==> config.mk <==
export PLATFORM = sky130hd
export DESIGN_NAME = inv_byte_permutation
export DESIGN_NICKNAME = d
export VERILOG_FILES = /design/src/rtl/aes_pkg.sv /design/src/rtl/byte_delay_line.sv /design/src/rtl/inv_byte_permutation.sv
export SDC_FILE = /design/constraint.sdc
export NUM_CORES = 1
export LEC_CHECK = 0
export ABC_AREA = 1
export CORE_MARGIN = 3
export CORE_UTILIZATION = 51
export DETAILED_ROUTE_END_ITERATION = 10
export PLACE_DENSITY = 0.74
export REMOVE_ABC_BUFFERS = 1
export SETUP_SLACK_MARGIN = 0.3
export SYNTH_ARGS = -nofsm -noshare
export SYNTH_HDL_FRONTEND = slang
export SYNTH_HIERARCHICAL = 1
export SYNTH_SLANG_ARGS = --single-unit
==> constraint.sdc <==
create_clock -name clk -period 2.29 [get_ports clk]
set_clock_uncertainty 0.15 [all_clocks]
set_input_delay 0.458 -clock clk [delete_from_list [all_inputs] [get_ports clk]]
set_output_delay 0.458 -clock clk [all_outputs]
set_load 0.02 [all_outputs]
==> src/rtl/aes_pkg.sv <==
// Shared AES constants and types for the 8-bit-datapath decryption round.
package aes_pkg;

    localparam int AES_BLK_BYTES = 16;
    localparam int INV_SR_LAT    = 13;
    localparam int SR_DEPTH      = 24;
    localparam int VLD_DEPTH     = INV_SR_LAT - 1;

    typedef logic [7:0] byte_t;

    // Delay-line tap used by each InvShiftRows output slot.
    localparam int unsigned INV_SR_TAP [AES_BLK_BYTES] = '{
        12, 0, 4, 8, 12, 16, 4, 8, 12, 16, 20, 8, 12, 16, 20, 24
    };

    function automatic logic [4:0] inv_sr_tap(input logic [3:0] slot);
        return 5'(INV_SR_TAP[slot]);
    endfunction

endpackage

==> src/rtl/byte_delay_line.sv <==
// Free-running byte shift register; every stage is exported as a tap.
module byte_delay_line #(
    parameter int DEPTH = 24,
    parameter int W     = 8
) (
    input  logic                    clk,
    input  logic                    rst,
    input  logic [W-1:0]            din,
    output logic [DEPTH:1][W-1:0]   sr
);

    // NOTE: sequential state uses non-blocking assignments so all stages shift on the same edge.
    // NOTE: the line is cleared on reset so no stale block bytes can surface after a mid-block reset.
    always_ff @(posedge clk) begin
        if (rst) begin
            sr <= '0;
        end else begin
            sr <= {sr[DEPTH-1:1], din};
        end
    end

endmodule

==> src/rtl/inv_byte_permutation.sv <==
// Streaming InvShiftRows: column-major bytes in, inverse-row-shifted bytes out after 13 cycles.
module inv_byte_permutation
    import aes_pkg::*;
#(
    parameter int DW = 8
) (
    input  logic          clk,
    input  logic          rst,
    input  logic [DW-1:0] din,
    input  logic          din_valid,
    output logic [DW-1:0] dout,
    output logic          dout_valid,
    output logic          dout_first,
    output logic          dout_last,
    output logic          proto_err
);

    logic [SR_DEPTH:1][DW-1:0] sr;
    logic [VLD_DEPTH-1:0]      vld_pipe;
    logic                      vld_dly;
    logic [3:0]                in_cnt;
    logic [3:0]                out_cnt;
    logic [4:0]                tap_dly;
    logic [DW-1:0]             tap_byte;

    byte_delay_line #(
        .DEPTH (SR_DEPTH),
        .W     (DW)
    ) u_delay_line (
        .clk (clk),
        .rst (rst),
        .din (din),
        .sr  (sr)
    );

    assign vld_dly = vld_pipe[VLD_DEPTH-1];

    // Tap 0 is the live input; slot 1 needs the byte arriving in the same cycle.
    // NOTE: every always_comb output gets a default first so no latch is inferred.
    always_comb begin
        tap_dly  = inv_sr_tap(out_cnt);
        tap_byte = din;
        if (tap_dly != 5'd0) begin
            tap_byte = sr[tap_dly];
        end
    end

    always_ff @(posedge clk) begin
        if (rst) begin
            vld_pipe   <= '0;
            in_cnt     <= '0;
            out_cnt    <= '0;
            dout       <= '0;
            dout_valid <= 1'b0;
            dout_first <= 1'b0;
            dout_last  <= 1'b0;
            proto_err  <= 1'b0;
        end else begin
            vld_pipe   <= {vld_pipe[VLD_DEPTH-2:0], din_valid};
            proto_err  <= !din_valid && (in_cnt != 4'd0);
            dout_valid <= vld_dly;
            dout_first <= vld_dly && (out_cnt == 4'd0);
            dout_last  <= vld_dly && (out_cnt == 4'd15);
            if (din_valid) begin
                in_cnt <= in_cnt + 4'd1;
            end
            // dout holds its last byte across idle cycles.
            if (vld_dly) begin
                dout    <= tap_byte;
                out_cnt <= out_cnt + 4'd1;
            end
        end
    end

endmodule

==> results.txt <==
The run finished with clean final reports. The CTS root buffer is sky130_fd_sc_hd__clkbuf_16. The via count of the first global-routing pass is 4546.

Multiplexer cells account for 0% of the synthesized area. The post-route worst hold slack is roughly 0.12 ns. The share of the synthesized area in compound gates (AO/OA/AOI/OAI) came out at 1.217%. The average footprint of a synthesized cell is about 8.4 um^2. The worst endpoint required time came out at roughly 2.5 ns. The post-detailed-route wirelength per cell came out at 10.97 um. The data arrival time of the worst path is around 2.1 ns. The summed area of non-filler cells in the final layout is roughly 8500 um^2. The critical path is of the reg2reg type. The CTS sink count came out at approximately 220.

For this block, the routed nets add up to approximately 12000 um of wire. The max-slew violation count is 0. The share of async-settable or async-resettable flops after synthesis is 0%.

The total CTS buffers came out at 22. For met2 alone, demand over resource in global routing was roughly 25%. The transition time of the tightest slew-check pin is about 0.54 ns. The utilization after layout is between 60% and 70%. The total number of yosys warnings came out at 6.

The combined flip-flop and latch cell area came out at ~4500 um^2. In the synthesized netlist the dominant register cell turns out to be sky130_fd_sc_hd__dfxtp_1. The fraction of final layout cells sized beyond drive strength 1 came out at 6.508%. The adder-cell share of the synthesized area came out at 1.015%. After detailed placement, the design holds a cell count of around 1100.

Setup repair after global routing left no endpoint under its margin. Synthesis inferred approximately 220 register bits. The met3 capacity usage during global routing is between 3 and 4%. The global-route track usage on met1 is 20.15%. The signed area change from the synthesized netlist to the final layout is 14.39%. The period utilization came out at approximately 83%. TritonCTS built the clock tree. Of the total synthesized cell area, the portion taken by AND, OR, NAND and NOR gates is 20.78%. The total of endpoints with negative setup slack in the final report came out at 0.

The remaining antenna violation count after routing came out at 0. The total chip power is between 7 and 8 mW. Measured along the y axis, the die boundary spans 126.5 um.

The global-route wire length before repair came out at approximately 21000 um. The number of different library cells in the post-synthesis netlist came out at 25. The detail-routed via count per cell is approximately 4.4. The starting utilization of the core area is between 50% and 60%.

The total DRC errors in the routed layout came out at 0. The setup slack after layout is between 0.3 and 0.4 ns. Counting along the longest clock path gives a buffer depth of 3. In this run, post-CTS hold repair placed 0 buffers.

The total of buffers placed on input and output ports came out at 22. The final net count is 923. The power density over the cells is 936.2 nW/um^2. STA classifies the critical path startpoint as a register. The pre-CTS setup slack came out at about 0.24 ns. From left edge to right edge, the die measures roughly 130 um. The multi-input combinational cells in the finished layout cover a total of ~1700 um^2.

The clock transition time at the flip-flop clock pins of the worst setup and hold paths came out at 0.06 ns. The time the worst path needs with I/O delays and setup came out at 1.893 ns. After legalization and detailed placement, the total HPWL measured ~7000 um. After global routing, the most crowded layer is met2. In this run the count of I/O pins placed on the die edge is 23. In this run the worst path has a maximum fanout of 6. The min-delay analysis places its worst path in the category in2reg. The floorplan step defined a die boundary enclosing about 16000 um^2. The maximum vdd drop came out at around 740 uV. The share of the synthesized netlist area taken by xor and xnor gates came out at 0%. The max-capacitance violation count is 0.

The number of H-tree branching levels is 1. Global routing used ~15% of the available tracks. The dominant combinational cell family by area after synthesis is simple AND/OR/NAND/NOR gates.

Derived from the worst setup path, the maximum achievable clock frequency is around 0.53 GHz. The placed instances occupy a cell area of roughly 7600 um^2. The count of endpoints failing hold in the final timing report came out at 0. Measured against its own limit, the worst slew margin works out to a little under two thirds.

The sum of negative setup slack is 0 ns. The leakage dissipation is about 3.5 nW. The row count is between 40 and 50.

The filler cells instantiated in the layout total 1159. The routed via count is between 4000 and 5000. The initial antenna violation count is 0. The number of detailed-routing iterations run before antenna repair is 4. The gate count after technology mapping came out at slightly below 900.

The share of the yosys chip area belonging to registers is between 60 and 70%. In this run, the number of DRC markers left after iteration 0 of detailed routing was 253. The total area inside the core boundary comes to 14040 um^2. The mapped netlist covers 7400 um^2. The final standard cell count with taps included and fillers excluded came out at 1102. The type of destination of the critical path is a register. The number of antenna cells inserted came out at 0. At the end of routability-driven placement, the weighted congestion stood at between 0.8 and 0.9. At the later pin of the worst-skew pair, clock insertion delay measures 0.49 ns. The total overflow reported by the global router came out at 0. The pin count of the biggest net entering global routing came out at 84. The number of enable flip-flop cells after synthesis came out at 0.
## registers in the layout (all words and copies together), names as in the netlist
signal,cells
dout_first,1
dout_valid,1
u_delay_line/sr,192
in_cnt,4
out_cnt,4
dout,8
dout_last,1
proto_err,1
vld_pipe,12
## worst paths after layout
| check | startpoint | endpoint | slack, ns | depth (start not counted) |
|---|---|---|---|---|
| setup / recovery | out_cnt[0] | dout[7] | 0.40 | 10 |
| hold / removal | rst | u_delay_line/sr[118] | 0.12 | 2 |
| setup reg to reg | out_cnt[0] | dout[7] | 0.40 | 10 |
| hold reg to reg | u_delay_line/sr[177] | u_delay_line/sr[185] | 0.25 | 2 |
## layout make-up
cell class | instances | share of cell area [%]
timing repair buffer | 31 | 3.725
clock buffer | 31 | 7.391
sequential | 224 | 53.01
clock inverter | 9 | 2.010
multi-input combinational | 389 | 20.65
inverter | 238 | 10.55
tap | 180 | 2.661
## routing by layer
layer / vias to the layer above / part of all wire (%)
met4: 0 / 2.1
met5: - / 0
met2: 86 / 45
li1: 2551 / -
met3: 25 / 5.9
met1: 2192 / 47
## placed cells by master (no fill, tap or decap), types with 6 or more instances in the layout
master / Yosys / routed
sky130_fd_sc_hd__a21oi_1: 6 / 6
sky130_fd_sc_hd__clkbuf_1: 2 / 6
sky130_fd_sc_hd__clkbuf_16: 0 / 23
sky130_fd_sc_hd__clkdlybuf4s50_1: 0 / 9
sky130_fd_sc_hd__dfxtp_1: 224 / 222
sky130_fd_sc_hd__dlygate4sd2_1: 0 / 12
sky130_fd_sc_hd__inv_1: 236 / 236
sky130_fd_sc_hd__nand2_1: 80 / 80
sky130_fd_sc_hd__nand3_1: 57 / 56
sky130_fd_sc_hd__nand3b_1: 10 / 10
sky130_fd_sc_hd__nor2_1: 209 / 208
## Yosys cell counts (3+ instances only)
master	n	area (um^2)
sky130_fd_sc_hd__inv_1	236	885.9
sky130_fd_sc_hd__buf_4	3	22.52
sky130_fd_sc_hd__a21oi_1	6	30.03
sky130_fd_sc_hd__nand2_1	80	300.3
sky130_fd_sc_hd__ha_1	6	75.07
sky130_fd_sc_hd__nand3_1	57	285.3
sky130_fd_sc_hd__o21ai_0	4	20.02
sky130_fd_sc_hd__dfxtp_1	224	4484
sky130_fd_sc_hd__buf_6	24	270.3
sky130_fd_sc_hd__nand3b_1	10	75.07
sky130_fd_sc_hd__buf_2	3	15.01
sky130_fd_sc_hd__nor2_1	209	784.5
sky130_fd_sc_hd__nand2_4	4	45.04
## critical path, cell delays in order (launching register included)
cell and delay [ns]:
sky130_fd_sc_hd__dfxtp_1 0.33, sky130_fd_sc_hd__inv_1 0.12, sky130_fd_sc_hd__ha_1 0.26, sky130_fd_sc_hd__o21ai_0 0.15
sky130_fd_sc_hd__nand2_1 0.27, sky130_fd_sc_hd__nand2_1 0.14, sky130_fd_sc_hd__nand3_1 0.10, sky130_fd_sc_hd__nand3_1 0.08
sky130_fd_sc_hd__nand3_1 0.07, sky130_fd_sc_hd__nand2_1 0.06, sky130_fd_sc_hd__inv_1 0.05
## kinds of logic after synthesis
group / Yosys count
AND/OR/NAND/NOR: 368
buffers and inverters: 271
flip-flops: 224
AO/OA/AOI/OAI: 14
adder cells (fa/ha/maj): 6
## where the power goes
| group | switching, mW | total, mW | internal (mW) |
|---|---|---|---|
| clock | 1.39 | 3.86 | 2.47 |
| combinational | 0.0880 | 0.130 | 0.0423 |
| sequential | 0.00894 | 3.93 | 3.93 |
| total | 1.49 | 7.92 | 6.43 |
## repair_timing
item                                   CTS  global route
endpoints found under the hold margin    0             0
gates cloned                             0             1
pin swaps                                1             1
setup buffers                            2             0
setup endpoints to repair               20             8
gates resized for setup                 13             8
(Power assumes the default switching activity.)
